--- src/rtl/multicycle_controller_if.sv ---
// Purpose: control/status bundle between the multi-cycle RV32I controller and its datapath.
// Latency: none, wires only.
// Backpressure: mem_ready from the memory side stalls the controller; master = controller side.
interface multicycle_controller_if;
    logic [6:0] opcode;
    logic [2:0] funct3;
    logic       funct7b5;
    logic       zero;
    logic       mem_ready;
    logic       pc_write;
    logic       adr_src;
    logic       mem_write;
    logic       ir_write;
    logic [1:0] result_src;
    logic [1:0] alu_src_a;
    logic [1:0] alu_src_b;
    logic [2:0] alu_control;
    logic [1:0] imm_src;
    logic       reg_write;
    logic       illegal;
    logic [3:0] state_o;

    modport master (
        input  opcode, funct3, funct7b5, zero, mem_ready,
        output pc_write, adr_src, mem_write, ir_write, result_src, alu_src_a,
               alu_src_b, alu_control, imm_src, reg_write, illegal, state_o
    );

    modport slave (
        output opcode, funct3, funct7b5, zero, mem_ready,
        input  pc_write, adr_src, mem_write, ir_write, result_src, alu_src_a,
               alu_src_b, alu_control, imm_src, reg_write, illegal, state_o
    );
endinterface

--- src/rtl/multicycle_controller.sv ---
// Purpose: multi-cycle RV32I control FSM; define MC_CTRL_JAL_EN to add JAL support.
// Latency: lw 5, sw 4, R/I 4, beq 3, jal 4 cycles; outputs combinational from state and inputs.
// Backpressure: FETCH, MEMREAD and MEMWRITE hold until mem_ready; rst zeroes all outputs.
module multicycle_controller (
    input  logic                    clk,
    input  logic                    rst,
    multicycle_controller_if.master bus
);
    typedef enum logic [3:0] {
        S_FETCH    = 4'd0,
        S_DECODE   = 4'd1,
        S_MEMADR   = 4'd2,
        S_MEMREAD  = 4'd3,
        S_MEMWB    = 4'd4,
        S_MEMWRITE = 4'd5,
        S_EXECR    = 4'd6,
        S_EXECI    = 4'd7,
        S_ALUWB    = 4'd8,
        S_BEQ      = 4'd9,
        S_JAL      = 4'd10
    } state_e;

    localparam logic [2:0] ALU_ADD = 3'b000;
    localparam logic [2:0] ALU_SUB = 3'b001;
    localparam logic [2:0] ALU_AND = 3'b010;
    localparam logic [2:0] ALU_OR  = 3'b011;
    localparam logic [2:0] ALU_SLT = 3'b101;

    state_e     state_q, state_d;
    logic       bad_alu_q, bad_alu_d;
    logic       pc_write, adr_src, mem_write, ir_write, reg_write, illegal;
    logic [1:0] result_src, alu_src_a, alu_src_b, imm_src;
    logic [2:0] alu_control;

    always_comb begin
        state_d     = state_q;
        bad_alu_d   = 1'b0;
        pc_write    = 1'b0;
        adr_src     = 1'b0;
        mem_write   = 1'b0;
        ir_write    = 1'b0;
        reg_write   = 1'b0;
        illegal     = 1'b0;
        result_src  = 2'b00;
        alu_src_a   = 2'b00;
        alu_src_b   = 2'b00;
        alu_control = ALU_ADD;

        case (bus.opcode)
            7'b0100011: imm_src = 2'b01;
            7'b1100011: imm_src = 2'b10;
`ifdef MC_CTRL_JAL_EN
            7'b1101111: imm_src = 2'b11;
`endif
            default:    imm_src = 2'b00;
        endcase

        case (state_q)
            S_FETCH: begin
                alu_src_b  = 2'b10;
                result_src = 2'b10;
                ir_write   = bus.mem_ready;
                pc_write   = bus.mem_ready;
                if (bus.mem_ready) state_d = S_DECODE;
            end
            S_DECODE: begin
                alu_src_a = 2'b01;
                alu_src_b = 2'b01;
                case (bus.opcode)
                    7'b0000011, 7'b0100011: state_d = S_MEMADR;
                    7'b0110011:             state_d = S_EXECR;
                    7'b0010011:             state_d = S_EXECI;
                    7'b1100011:             state_d = S_BEQ;
`ifdef MC_CTRL_JAL_EN
                    7'b1101111:             state_d = S_JAL;
`endif
                    default: begin
                        illegal = 1'b1;
                        state_d = S_FETCH;
                    end
                endcase
            end
            S_MEMADR: begin
                alu_src_a = 2'b10;
                alu_src_b = 2'b01;
                state_d   = bus.opcode[5] ? S_MEMWRITE : S_MEMREAD;
            end
            S_MEMREAD: begin
                adr_src = 1'b1;
                if (bus.mem_ready) state_d = S_MEMWB;
            end
            S_MEMWB: begin
                result_src = 2'b01;
                reg_write  = 1'b1;
                state_d    = S_FETCH;
            end
            S_MEMWRITE: begin
                adr_src   = 1'b1;
                mem_write = 1'b1;
                if (bus.mem_ready) state_d = S_FETCH;
            end
            S_EXECR, S_EXECI: begin
                alu_src_a = 2'b10;
                alu_src_b = (state_q == S_EXECI) ? 2'b01 : 2'b00;
                case (bus.funct3)
                    3'b000:  alu_control = (state_q == S_EXECR && bus.funct7b5) ? ALU_SUB : ALU_ADD;
                    3'b010:  alu_control = ALU_SLT;
                    3'b110:  alu_control = ALU_OR;
                    3'b111:  alu_control = ALU_AND;
                    default: begin
                        // Remembered so the write-back cycle can drop the register write.
                        illegal   = 1'b1;
                        bad_alu_d = 1'b1;
                    end
                endcase
                state_d = S_ALUWB;
            end
            S_ALUWB: begin
                reg_write = ~bad_alu_q;
                state_d   = S_FETCH;
            end
            S_BEQ: begin
                alu_src_a   = 2'b10;
                alu_control = ALU_SUB;
                pc_write    = bus.zero;
                state_d     = S_FETCH;
            end
            S_JAL: begin
                alu_src_a = 2'b01;
                alu_src_b = 2'b10;
                pc_write  = 1'b1;
                state_d   = S_ALUWB;
            end
            default: state_d = S_FETCH;
        endcase
    end

    always_ff @(posedge clk) begin
        if (rst) begin
            state_q   <= S_FETCH;
            bad_alu_q <= 1'b0;
        end else begin
            state_q   <= state_d;
            bad_alu_q <= bad_alu_d;
        end
    end

    // Reset forces every output low immediately, abandoning any in-flight instruction.
    assign bus.pc_write    = pc_write  & ~rst;
    assign bus.adr_src     = adr_src   & ~rst;
    assign bus.mem_write   = mem_write & ~rst;
    assign bus.ir_write    = ir_write  & ~rst;
    assign bus.reg_write   = reg_write & ~rst;
    assign bus.illegal     = illegal   & ~rst;
    assign bus.result_src  = rst ? 2'b00 : result_src;
    assign bus.alu_src_a   = rst ? 2'b00 : alu_src_a;
    assign bus.alu_src_b   = rst ? 2'b00 : alu_src_b;
    assign bus.alu_control = rst ? 3'b000 : alu_control;
    assign bus.imm_src     = rst ? 2'b00 : imm_src;
    assign bus.state_o     = rst ? 4'd0 : state_q;
endmodule
--- src/flat_wrapper.sv ---
// flat-port wrapper written by rule: the top's interface ports become plain ports
module multicycle_controller_flat 
  (clk, rst, bus_opcode, bus_funct3, bus_funct7b5, bus_zero, bus_mem_ready, bus_pc_write, bus_adr_src, bus_mem_write, bus_ir_write, bus_result_src, bus_alu_src_a, bus_alu_src_b, bus_alu_control, bus_imm_src, bus_reg_write, bus_illegal, bus_state_o);
  multicycle_controller_if bus_i ();
  input  logic clk;
  input  logic rst;
  input wire logic [$bits(bus_i.opcode)-1:0] bus_opcode;
  input wire logic [$bits(bus_i.funct3)-1:0] bus_funct3;
  input wire logic [$bits(bus_i.funct7b5)-1:0] bus_funct7b5;
  input wire logic [$bits(bus_i.zero)-1:0] bus_zero;
  input wire logic [$bits(bus_i.mem_ready)-1:0] bus_mem_ready;
  output wire logic [$bits(bus_i.pc_write)-1:0] bus_pc_write;
  output wire logic [$bits(bus_i.adr_src)-1:0] bus_adr_src;
  output wire logic [$bits(bus_i.mem_write)-1:0] bus_mem_write;
  output wire logic [$bits(bus_i.ir_write)-1:0] bus_ir_write;
  output wire logic [$bits(bus_i.result_src)-1:0] bus_result_src;
  output wire logic [$bits(bus_i.alu_src_a)-1:0] bus_alu_src_a;
  output wire logic [$bits(bus_i.alu_src_b)-1:0] bus_alu_src_b;
  output wire logic [$bits(bus_i.alu_control)-1:0] bus_alu_control;
  output wire logic [$bits(bus_i.imm_src)-1:0] bus_imm_src;
  output wire logic [$bits(bus_i.reg_write)-1:0] bus_reg_write;
  output wire logic [$bits(bus_i.illegal)-1:0] bus_illegal;
  output wire logic [$bits(bus_i.state_o)-1:0] bus_state_o;
  assign bus_i.opcode = bus_opcode;
  assign bus_i.funct3 = bus_funct3;
  assign bus_i.funct7b5 = bus_funct7b5;
  assign bus_i.zero = bus_zero;
  assign bus_i.mem_ready = bus_mem_ready;
  assign bus_pc_write = bus_i.pc_write;
  assign bus_adr_src = bus_i.adr_src;
  assign bus_mem_write = bus_i.mem_write;
  assign bus_ir_write = bus_i.ir_write;
  assign bus_result_src = bus_i.result_src;
  assign bus_alu_src_a = bus_i.alu_src_a;
  assign bus_alu_src_b = bus_i.alu_src_b;
  assign bus_alu_control = bus_i.alu_control;
  assign bus_imm_src = bus_i.imm_src;
  assign bus_reg_write = bus_i.reg_write;
  assign bus_illegal = bus_i.illegal;
  assign bus_state_o = bus_i.state_o;
  multicycle_controller u_core (.clk(clk), .rst(rst), .bus(bus_i));
endmodule
--- config.mk ---
export PLATFORM = sky130hd
export DESIGN_NAME = multicycle_controller_flat
export DESIGN_NICKNAME = d
export VERILOG_FILES = /design/src/rtl/multicycle_controller_if.sv /design/src/rtl/multicycle_controller.sv /design/src/flat_wrapper.sv
export SDC_FILE = /design/constraint.sdc
export NUM_CORES = 1
export LEC_CHECK = 0
export ABC_AREA = 1
export BUFFER_PORTS_ARGS = -buffer_cell sky130_fd_sc_hd__buf_2
export CORE_UTILIZATION = 40
export CTS_CLUSTER_DIAMETER = 150
export DETAILED_ROUTE_END_ITERATION = 6
export GPL_ROUTABILITY_DRIVEN = 0
export GPL_TIMING_DRIVEN = 0
export PLACE_DENSITY_LB_ADDON = 0.15
export REMOVE_ABC_BUFFERS = 1
export SLEW_MARGIN = 30
export SYNTH_ARGS = -nofsm -noshare
export SYNTH_HDL_FRONTEND = slang
export SYNTH_SLANG_ARGS = --single-unit
--- constraint.sdc ---
create_clock -name clk -period 1.4 [get_ports clk]
set_clock_uncertainty 0.05 [all_clocks]
set_input_delay 0.28 -clock clk [delete_from_list [all_inputs] [get_ports clk]]
set_output_delay 0.28 -clock clk [all_outputs]
set_load 0.05 [all_outputs]
# ---- Yosys cells after proc, flatten, opt, wreduce, memory -nomap -nowiden
# Cells that the tools add are included.
dict set report totals {
  reg_bits 5
  latch_bits 0
  ram_bits 0
  rom_bits 0
  inputBits 15
  output_inout_bits 21
  elab_cells 75
  memories 0
}
dict set report classes {
  addsub 0
  mul 0
  n_div 0
  n_lt_le_gt_ge 0
  eq_ne 21
  n_shift 0
  mux 28
  n_bitwise 9
  reduce_logical 15
}
# cell count
set op_table {}
lappend op_table {{$pmux W4 S6} 1}
lappend op_table {{$eq A4 B3 Y1 const B} 4}
lappend op_table {{$mux W4} 4}
lappend op_table {{$pmux W4 S4} 1}
lappend op_table {{$eq A7 B6 Y1 const B} 2}
lappend op_table {{$reduce_or A2 Y1} 7}
lappend op_table {{$eq A4 B4 Y1 const B} 3}
lappend op_table {{$pmux W2 S2} 3}
lappend op_table {{$pmux W3 S4} 1}
lappend op_table {{$eq A4 B2 Y1 const B} 2}
lappend op_table {{$mux W2} 4}
lappend op_table {{$reduce_or A4 Y1} 2}
lappend op_table {{$eq A7 B2 Y1 const B} 1}
lappend op_table {{$eq A7 B5 Y1 const B} 1}
lappend op_table {{$eq A7 B7 Y1 const B} 1}
lappend op_table {{$mux W1} 7}
lappend op_table {{$and A1 B1 Y1} 6}
lappend op_table {{$eq A3 B3 Y1 const B} 2}
lappend op_table {{$mux W3} 2}
lappend op_table {{$ne A2 B2 Y1 const B} 3}
lappend op_table {{$pmux W2 S3} 1}
lappend op_table {{$pmux W3 S2} 1}
lappend op_table {{$reduce_or A5 Y1} 1}
lappend op_table {{$eq A4 B1 Y1 const B} 1}
lappend op_table {{other kinds (9)} 12}

# ---- Longest topological paths before layout
# Gate-level depths: netlist of run 1.
dict set report logic_depth {
  word_depth 6
  depth_mapped 8
  mapped_depth_nobuf 8
}

# ---- Worst setup path before layout of run 1
# Ideal clock, no wire load.
dict set report synth_timing {
  path_kind {register to output}
  from {register u_core.state_q[1]}
  to {output port bus_alu_control[2]}
  arrival_time_ps 2502
  required_ps 1070
  setup_slack_ps -1432
  stages_incl_launch_ff 5
  path_buffers 0
  path_cell_list {dfxtp_1 -> inv_2 -> nor2_1 -> nand2_1 -> nor3_1}
}
dict set report synth_via {
  elab_chain_len 4
  word_cells_on_any_way 6
  cone_classes {eq/ne: 3; mux: 2; reduce/logical: 1}
}
# element line
set synth_rtl {}
lappend synth_rtl {{start, declared} multicycle_controller.sv:29} ;# state_e state_q, state_d;
lappend synth_rtl {{start signal, assigned} multicycle_controller.sv:143} ;# state_q <= state_d;
lappend synth_rtl {{$eq A4 B3 Y1} multicycle_controller.sv:58} ;# case (state_q)
lappend synth_rtl {{$reduce_or A2 Y1} -}
lappend synth_rtl {{$pmux W3 S2 *} multicycle_controller.sv:58}
lappend synth_rtl {{$mux W3 *} multicycle_controller.sv:158} ;# assign bus.alu_control = rst ? 3'b000 : alu_control;
lappend synth_rtl {{end, declared} flat_wrapper.sv:19} ;# output wire logic [$bits(bus_i.alu_control)-1:0] bus_alu_control;
# Every way passes the cells marked *; elsewhere a longest branch is shown, timed or not.

# ---- Final worst setup path of run 1
dict set report layout_timing {
  from {register u_core.state_q[0]}
  to {output port bus_alu_control[0]}
}
dict set report layout_via {
  elab_chain_len 6
  word_cells_on_any_way 9
  cone_classes {eq/ne: 3; mux: 4; reduce/logical: 2}
}
# element line
set layout_rtl {}
lappend layout_rtl {{$eq A4 B3 Y1} {multicycle_controller.sv:58, multicycle_controller.sv:106}}
lappend layout_rtl {{$logic_and A1 B1 Y1} multicycle_controller.sv:106} ;# 3'b000: alu_control = (state_q == S_EXECR && bus.funct7b5) ? ALU_SUB : ALU_ADD;
lappend layout_rtl {{$mux W1} multicycle_controller.sv:106}
lappend layout_rtl {{$pmux W3 S4} multicycle_controller.sv:105} ;# case (bus.funct3)
lappend layout_rtl {{$pmux W3 S2 *} multicycle_controller.sv:58}
lappend layout_rtl {{$mux W3 *} multicycle_controller.sv:158}
# Marks and branches as above.

==> results.sh, run 1 <==
export IMPL_status="finished with violations"
export IMPL_violations="negative setup slack"
export IMPL_clkSinkCount=5
export IMPL_fillCellCount=91
export IMPL_ys_flop_type="dfxtp_1"
export IMPL_syn_area_per_cell_um2=5.46
export IMPL_firstDrtPassIters=5
export IMPL_power_density_mw_per_mm2=594
export IMPL_drc=0
export IMPL_grt_pass1_wl_um=3250
export IMPL_std_cell_rows=13
export IMPL_grt_usage_pct=29.9
export IMPL_drv_slew=0
export IMPL_path_class="register to output pin"
export IMPL_grt_max_degree=18
export IMPL_cts_root_buf="clkbuf_4"
export IMPL_cts_htree_levels=1
export IMPL_synth_most_common_cell="nand2_1"
export IMPL_finalWorstSetupSlack_ns=-0.463
export IMPL_hp_class="input port to register"
export IMPL_area_growth_pct=88.5
export IMPL_critPathCaptureType="output pin"
export IMPL_cp_arrival_ns=1.53
export IMPL_cap_violations=0
export IMPL_synth_area_top_cells="nand2_1, dfxtp_1, nor2_1"
export IMPL_seq_area_um2=115
export IMPL_synth_top_cell_by_area="nand2_1"
export IMPL_synthesis_area_um2=589
export IMPL_max_slew_margin_rel_pct=78.2
export IMPL_gr_total_overflow=0
export IMPL_wl_per_cell_um=14.4
export IMPL_fp_dieH_um=40.4
export IMPL_synth_top_area_share_pct=18.5
export IMPL_ys_ff_latch=5
export IMPL_core_mm2=0.00133
export IMPL_cts_tree="done"
export IMPL_period_needed_ns=1.86
export IMPL_whs_ns=0.330
export IMPL_ys_seq_area_share_pct=17.0
export IMPL_grt_pass1_vias=801
export IMPL_async_reset_ff_share_pct=0
export IMPL_drive_above_1_share_pct=59.0
export IMPL_drt_iter0_drc=36
export IMPL_io_pins=36
export IMPL_grt_antenna_before_repair=0
export IMPL_placed_area_um2=776
export IMPL_syn_instance_count=108
export IMPL_cts_made_buffers=3
export IMPL_ir_drop_mv=0.346
export IMPL_via_per_inst=5.61
export IMPL_portBuffers=35
export IMPL_clockBufferDepth=2
export IMPL_synth_common_cells="nand2_1, nor2_1, inv_1"
export IMPL_insertion_delay_ns=0.26
export IMPL_antennaDiodeCount=0
export IMPL_fin_area_mm2=0.00111
export IMPL_cp_required_ns=1.07
export IMPL_multiInputGateArea_um2=515
export IMPL_wl_um=2470
export IMPL_critPathMaxFanout=3
export IMPL_pre_cts_ws_ns=-0.280
export IMPL_synth_enable_flop_cells=0
export IMPL_fp_dieW_um=40.4
export IMPL_yosysWarnings=0
export IMPL_worst_pin_slew_ns=0.327
export IMPL_final_antenna_net_count=0
export IMPL_fmax_ghz=0.537
export IMPL_yosysUniqueCellTypes=20
export IMPL_fp_dieArea_mm2=0.00163
export IMPL_hold_violations=0
export IMPL_finalCritPeriodShare_pct=133
export IMPL_finalSetupViolations=18
export IMPL_start_util_pct=44.2
export IMPL_vias=960
export IMPL_p_leak_nw=0.549
export IMPL_nets=172
export IMPL_cts_clk_slew_worst_paths_ns=0.06
export IMPL_worst_setup_path_start_kind="register"
export IMPL_place_hpwl_um=1320
export IMPL_rsz0062_at_grt="yes"
==> through the flow <==
stage	total power, mW	setup TNS, ns	std cells	util [%]
after floorplan	0.318	-11.01	106	-
after global placement	0.379	-2.53	156	58.2
after detailed placement	0.382	-2.73	156	58.2
after CTS	0.605	-3.91	167	73.5
after global routing	0.688	-6.01	171	83.3
final	0.660	-4.81	171	83.3
==> worst paths after layout <==
path,cells past startpoint,slack (ns),startpoint,endpoint
max,7,-0.46,u_core.state_q[0],bus_alu_control[0]
min,5,0.33,bus_opcode[4],u_core.state_q[2]
max reg2reg,7,0,u_core.state_q[2],u_core.state_q[1]
min reg2reg,3,0.60,u_core.state_q[3],u_core.bad_alu_q
==> kinds of logic (layout without fill, tap and decap cells) <==
logic type / Yosys count / in the layout / share of synthesized area [%]
flops: 5 / 5 / 17.0
simple gates: 68 / 68 / 55.8
compound gates: 16 / 16 / 15.1
buf+inv: 19 / 67 / 12.1
==> state kept, by name, summed over array words and instances, names as in the netlist <==
signal / count
u_core.state_q: 4
u_core.bad_alu_q: 1
==> routing by layer <==
metal	wire [µm]	track usage [%]
met3	191	3.33
met1	915	33.3
met4	123	12.5
met2	1240	56.0
met5	0	0
==> worst max-delay path: stages (launching register included) <==
cell and delay [ns]:
dfxtp_4 0.37, inv_2 0.06, nor2_4 0.16, nand2_2 0.10, nand2_1 0.07, nand2_1 0.08
a31oi_1 0.19, buf_4 0.24
==> placed cells by master (no fill, tap or decap), drive strengths merged, types with 2 or more instances in the layout <==
cell,n
a21oi,7
a31oi,4
buf,46
clkbuf,4
dfxtp,5
inv,17
nand2,31
nand3,11
nor2,22
nor3,2
o21ai,3
==> area by class of cell <==
cell class	count	area share [%]
sequential	5	10.4
clock buffer	4	2.36
inverter	17	5.97
timing repair buffer	46	33.2
tap	15	1.69
multi-input combinational	84	46.4
==> repair_timing <==
| action | CTS | global route |
|---|---|---|
| pin swaps | 9 | 11 |
| buffers inserted | 7 | 4 |
| gates resized for setup | 43 | 33 |
| hold buffers | 0 | 0 |
| hold endpoints to repair | 0 | 0 |
| setup endpoints to repair | 20 | 22 |
==> where the power goes <==
group | internal [mW] | switching, mW | leakage, nW
Clock | 0.109 | 0.0744 | 0.0150
Sequential | 0.143 | 0.00759 | 0.0436
Combinational | 0.121 | 0.205 | 0.491
Total | 0.373 | 0.287 | 0.549
No activity file was read; power rests on OpenSTA's default activity.
==> run 2: changes to the inputs <==
--- a/config.mk
+++ b/config.mk
@@ -7,7 +7,7 @@
 export LEC_CHECK = 0
 export ABC_AREA = 1
 export BUFFER_PORTS_ARGS = -buffer_cell sky130_fd_sc_hd__buf_2
-export CORE_UTILIZATION = 40
+export CORE_UTILIZATION = 41
 export CTS_CLUSTER_DIAMETER = 150
 export DETAILED_ROUTE_END_ITERATION = 6
 export GPL_ROUTABILITY_DRIVEN = 0
==> results.sh, run 2 (synthesized netlist as in run 1, its figures left out) <==
export IMPL_grt_max_degree=18
export IMPL_grt_usage_pct=29.0
export IMPL_path_buf_inv=2
export IMPL_antennaDiodeCount=0
export IMPL_vias=969
export IMPL_std_cell_rows=13
export IMPL_fin_area_mm2=0.00117
export IMPL_slowest_delay_ns=0.37
export IMPL_cap_violations=0
export IMPL_critPathMaxFanout=5
export IMPL_via_per_inst=5.54
export IMPL_area_growth_pct=99.2
export IMPL_io_pins=36
export IMPL_cp_slowest_cell="dfxtp_4"
export IMPL_drv_slew=0
export IMPL_max_slew_margin_rel_pct=76.9
export IMPL_fp_dieArea_mm2=0.00159
export IMPL_drt_iter0_drc=40
export IMPL_rrSetupSlack_ns=-0.03
export IMPL_finalWorstSetupSlack_ns=-0.414
export IMPL_place_hpwl_um=1290
export IMPL_cts_tree="done"
export IMPL_finalCritPeriodShare_pct=130
export IMPL_cp_cell_sequence="nor2_4, nand2_2, nor2_1, inv_1, a31oi_1, buf_4"
export IMPL_clockBufferDepth=2
export IMPL_cts_made_buffers=3
export IMPL_cts_hold_buf=0
export IMPL_finalSetupViolations=19
export IMPL_final_antenna_net_count=0
export IMPL_hold_depth=4
export IMPL_grt_pass1_wl_um=3020
export IMPL_worst_setup_path_start_kind="register"
export IMPL_largestRegisters="u_core.state_q (4), u_core.bad_alu_q (1)"
export IMPL_clkSinkCount=5
export IMPL_nets=176
export IMPL_final_common_cell="nand2_1"
export IMPL_gr_total_overflow=0
export IMPL_crit_family="simple AND/OR/NAND/NOR gates"
export IMPL_most_common_layout_cells="nand2_1, buf_4, buf_6, buf_2"
export IMPL_period_needed_ns=1.81
export IMPL_worst_pin_slew_ns=0.346
export IMPL_ir_drop_mv=0.376
export IMPL_largest_reg_flops=4
export IMPL_cp_required_ns=1.07
export IMPL_power_density_mw_per_mm2=562
export IMPL_drive_above_1_share_pct=59.4
export IMPL_firstDrtPassIters=4
export IMPL_hold_path_end="u_core.state_q[1]"
export IMPL_path_class="register to output pin"
export IMPL_drc=0
export IMPL_hold_violations=0
export IMPL_fmax_ghz=0.551
export IMPL_portBuffers=35
export IMPL_wl_um=2620
export IMPL_fp_dieH_um=39.9
export IMPL_core_mm2=0.00132
export IMPL_hp_class="input port to register"
export IMPL_grt_antenna_before_repair=0
export IMPL_placed_area_um2=776
export IMPL_insertion_delay_ns=0.26
export IMPL_cts_root_buf="clkbuf_4"
export IMPL_wl_per_cell_um=15.0
export IMPL_grt_pass1_vias=719
export IMPL_cp_arrival_ns=1.48
export IMPL_p_total_mw=0.660
export IMPL_reg2reg_to="u_core.state_q[2]"
export IMPL_start_util_pct=44.7
export IMPL_violations="negative setup slack"
export IMPL_regMostFlops="u_core.state_q"
export IMPL_cts_clk_slew_worst_paths_ns=0.05
export IMPL_p_leak_nw=0.594
export IMPL_final_util_pct=89.1
export IMPL_cts_htree_levels=1
export IMPL_hp_start="bus_opcode[6]"
export IMPL_critPathCaptureType="output pin"
export IMPL_fp_dieW_um=39.9
export IMPL_status="finished with violations"
export IMPL_reg2reg_depth=9
export IMPL_r2r_start="u_core.state_q[3]"
export IMPL_rsz0062_at_grt="yes"
## run 2: cell count changes in the layout (fill, tap and decap cells not counted), sizes merged
cell    before  now
buf         46   49
clkbuf       4    5
## run 2: power by group
group / internal [mW] / leakage (nW) / switching (mW) / total, mW
clock network: 0.109 / 0.0150 / 0.0817 / 0.191
registers: 0.143 / 0.0436 / 0.00681 / 0.150
logic: 0.112 / 0.535 / 0.207 / 0.319
## run 2: area by class of cell
cell class              instances  area [µm²]
repair buffers                 50         412
flip-flops and latches          5         115
fillers                        76         144
clock buffers                   4        26.3
multi-input cells              84         526
inverters                      17        76.3
well taps                      15        18.8
## run 2: repair_timing
item,CTS,global route
cloned,0,0
endpoints found under the setup margin,19,23
buffers inserted,8,8
gates resized for setup,52,36
pin swaps,11,10
## run 2: per-stage QoR
stage                     std cells  hold WS [ns]  setup TNS, ns  worst slack, ns
after CTS                       168         0.320          -3.80           -0.326
after global routing            175         0.380          -5.94           -0.455
after global placement          156         0.581          -2.68           -0.293
after detailed placement        156         0.587          -2.75           -0.285
after floorplan                 106         0.299         -11.01            -1.43
final                           175         0.307          -5.23           -0.414
## run 2: how the worst max path moves through the flow
| stage | to | start | slack (ns) | depth (start not counted) |
|---|---|---|---|---|
| 3_5_place_dp | bus_alu_control[0] | u_core.state_q[0] | -0.28 | 7 |
| 6_report | bus_pc_write | u_core.state_q[3] | -0.41 | 6 |
| 2_1_floorplan | bus_alu_control[2] | u_core.state_q[1] | -1.43 | 4 |
| 3_3_place_gp | bus_alu_control[0] | u_core.state_q[0] | -0.29 | 7 |
| 4_1_cts | bus_alu_control[0] | u_core.state_q[0] | -0.33 | 7 |
| 5_1_grt | bus_pc_write | u_core.state_q[3] | -0.45 | 6 |
## run 2: worst reg2reg max path, delay by kind of cell, from the launching register on
kind	cells	cell delay [ns]
AND/OR/NAND/NOR	6	0.57
buffers and inverters	3	0.34
flip-flops	1	0.37
## run 2: metal layers
| layer | global-route usage, % | routed length (µm) |
|---|---|---|
| met5 | 0 | 0 |
| met3 | 5.11 | 182 |
| met1 | 34.4 | 1000 |
| met4 | 18.1 | 116 |
| met2 | 47.2 | 1320 |
==> run 3: changes to the inputs <==
--- a/config.mk
+++ b/config.mk
@@ -7,13 +7,17 @@
 export LEC_CHECK = 0
 export ABC_AREA = 1
 export BUFFER_PORTS_ARGS = -buffer_cell sky130_fd_sc_hd__buf_2
-export CORE_UTILIZATION = 41
+export CAP_MARGIN = 20
+export CELL_PAD_IN_SITES_DETAIL_PLACEMENT = 1
+export CELL_PAD_IN_SITES_GLOBAL_PLACEMENT = 1
+export CORE_UTILIZATION = 25
 export CTS_CLUSTER_DIAMETER = 150
 export DETAILED_ROUTE_END_ITERATION = 6
 export GPL_ROUTABILITY_DRIVEN = 0
 export GPL_TIMING_DRIVEN = 0
 export PLACE_DENSITY_LB_ADDON = 0.15
 export REMOVE_ABC_BUFFERS = 1
+export SKIP_LAST_GASP = 1
 export SLEW_MARGIN = 30
 export SYNTH_ARGS = -nofsm -noshare
 export SYNTH_HDL_FRONTEND = slang
==> results.sh, run 3 (synthesized netlist as in run 1, its figures left out) <==
export IMPL_rrSetupSlack_ns=0.08
export IMPL_drt_iter0_drc=14
export IMPL_firstDrtPassIters=4
export IMPL_clkSinkCount=5
export IMPL_worst_setup_path_start_kind="register"
export IMPL_hp_class="input port to register"
export IMPL_hold_path_end="u_core.state_q[1]"
export IMPL_setup_tns_final_ns=-4.86
export IMPL_gr_total_overflow=0
export IMPL_via_per_inst=4.91
export IMPL_power_density_mw_per_mm2=575
export IMPL_rsz0062_at_grt="yes"
export IMPL_fillCellCount=287
export IMPL_final_common_cell="nand2_1"
export IMPL_largestRegisters="u_core.state_q (4), u_core.bad_alu_q (1)"
export IMPL_worst_pin_slew_ns=0.315
export IMPL_insertion_delay_ns=0.26
export IMPL_io_pins=36
export IMPL_area_growth_pct=93.0
export IMPL_drive_above_1_share_pct=55.8
export IMPL_ir_drop_mv=0.346
export IMPL_placed_area_um2=792
export IMPL_fin_area_mm2=0.00114
export IMPL_portBuffers=35
export IMPL_fp_dieH_um=50.6
export IMPL_finalCritPeriodShare_pct=126
export IMPL_wl_per_cell_um=13.6
export IMPL_fp_dieW_um=50.6
export IMPL_status="finished with violations"
export IMPL_period_needed_ns=1.76
export IMPL_whs_ns=0.341
export IMPL_cp_required_ns=1.07
export IMPL_cts_tree="done"
export IMPL_cts_made_buffers=3
export IMPL_dp_cells=169
export IMPL_std_cell_rows=17
export IMPL_cts_root_buf="clkbuf_4"
export IMPL_largest_reg_flops=4
export IMPL_path_class="register to output pin"
export IMPL_wl_um=2480
export IMPL_cap_violations=0
export IMPL_critPathMaxFanout=5
export IMPL_antennaDiodeCount=0
export IMPL_hp_start="bus_opcode[5]"
export IMPL_finalSetupViolations=18
export IMPL_max_slew_margin_rel_pct=79.0
export IMPL_place_hpwl_um=1690
export IMPL_critPathCaptureType="output pin"
export IMPL_grt_max_degree=18
export IMPL_drv_slew=0
export IMPL_grt_antenna_before_repair=0
export IMPL_drc=0
export IMPL_hold_depth=4
export IMPL_start_util_pct=26.6
export IMPL_grt_pass1_vias=910
export IMPL_hold_violations=0
export IMPL_grt_pass1_wl_um=4070
export IMPL_cts_clk_slew_worst_paths_ns=0.05
export IMPL_cp_arrival_ns=1.43
export IMPL_fp_dieArea_mm2=0.00256
export IMPL_fmax_ghz=0.568
export IMPL_grt_usage_pct=21.5
export IMPL_fin_cells=182
export IMPL_violations="negative setup slack"
export IMPL_r2r_start="u_core.state_q[2]"
export IMPL_p_total_mw=0.654
export IMPL_finalWorstSetupSlack_ns=-0.361
export IMPL_reg2reg_depth=9
export IMPL_reg2reg_to="u_core.state_q[0]"
export IMPL_most_common_layout_cells="nand2_1, buf_2, buf_4, buf_6"
export IMPL_p_leak_nw=0.545
export IMPL_vias=894
export IMPL_clockBufferDepth=2
export IMPL_final_antenna_net_count=0
export IMPL_core_mm2=0.00221
export IMPL_cts_htree_levels=1
export IMPL_regMostFlops="u_core.state_q"
export IMPL_nets=170
## run 3: worst max-delay path by stage
stage	start	endpoint	slack [ns]	cells after the start
5_1_grt	u_core.state_q[0]	bus_alu_control[0]	-0.43	7
2_1_floorplan	u_core.state_q[1]	bus_alu_control[2]	-1.43	4
3_5_place_dp	u_core.state_q[0]	bus_alu_control[0]	-0.34	7
3_3_place_gp	u_core.state_q[0]	bus_alu_control[0]	-0.33	7
6_report	u_core.state_q[0]	bus_alu_control[0]	-0.36	7
4_1_cts	u_core.state_q[0]	bus_alu_control[0]	-0.37	7
## run 3: area by class of cell
type                    instances  area (µm²)  share of cell area, %
repair buffers                 44         380                   33.4
clock buffers                   4        26.3                   2.31
well taps                      28        35.0                   3.08
multi-input cells              84         507                   44.6
flip-flops and latches          5         115                   10.1
inverters                      17        73.8                   6.49
## run 3: per-layer routing
metal / part of all wire (%) / global-route usage, % / up-vias
met2: 54 / 39.3 / 23
met1: 41 / 24.4 / 424
met4: 2.1 / 10.6 / 0
li1: - / - / 442
met3: 2.6 / 2.12 / 5
met5: 0 / 0 / -
## run 3: timing repair
action	4_1_cts	5_1_grt
pin swaps	9	12
setup endpoints to repair	21	23
hold buffers	0	0
gates resized for setup	44	35
setup buffers	6	3
## run 3: where the power goes
group	internal (mW)	total, mW	switching (mW)
Clock	0.109	0.188	0.0790
Sequential	0.143	0.153	0.00943
Combinational	0.114	0.314	0.200
## run 3: per-stage QoR
stage                     util [%]  worst slack [ns]
after floorplan                  -             -1.43
after global placement        35.8            -0.329
after detailed placement      35.8            -0.340
after CTS                     45.4            -0.368
after global routing          51.4            -0.429
final                         51.4            -0.361
## run 3: critical path, stage by stage (launching register included)
cell and delay, ns:
dfxtp_4 0.38, inv_4 0.04, nor2_4 0.18, nand2_2 0.09, nand2_2 0.07, nand2_2 0.05, a31oi_1 0.14, buf_4 0.22
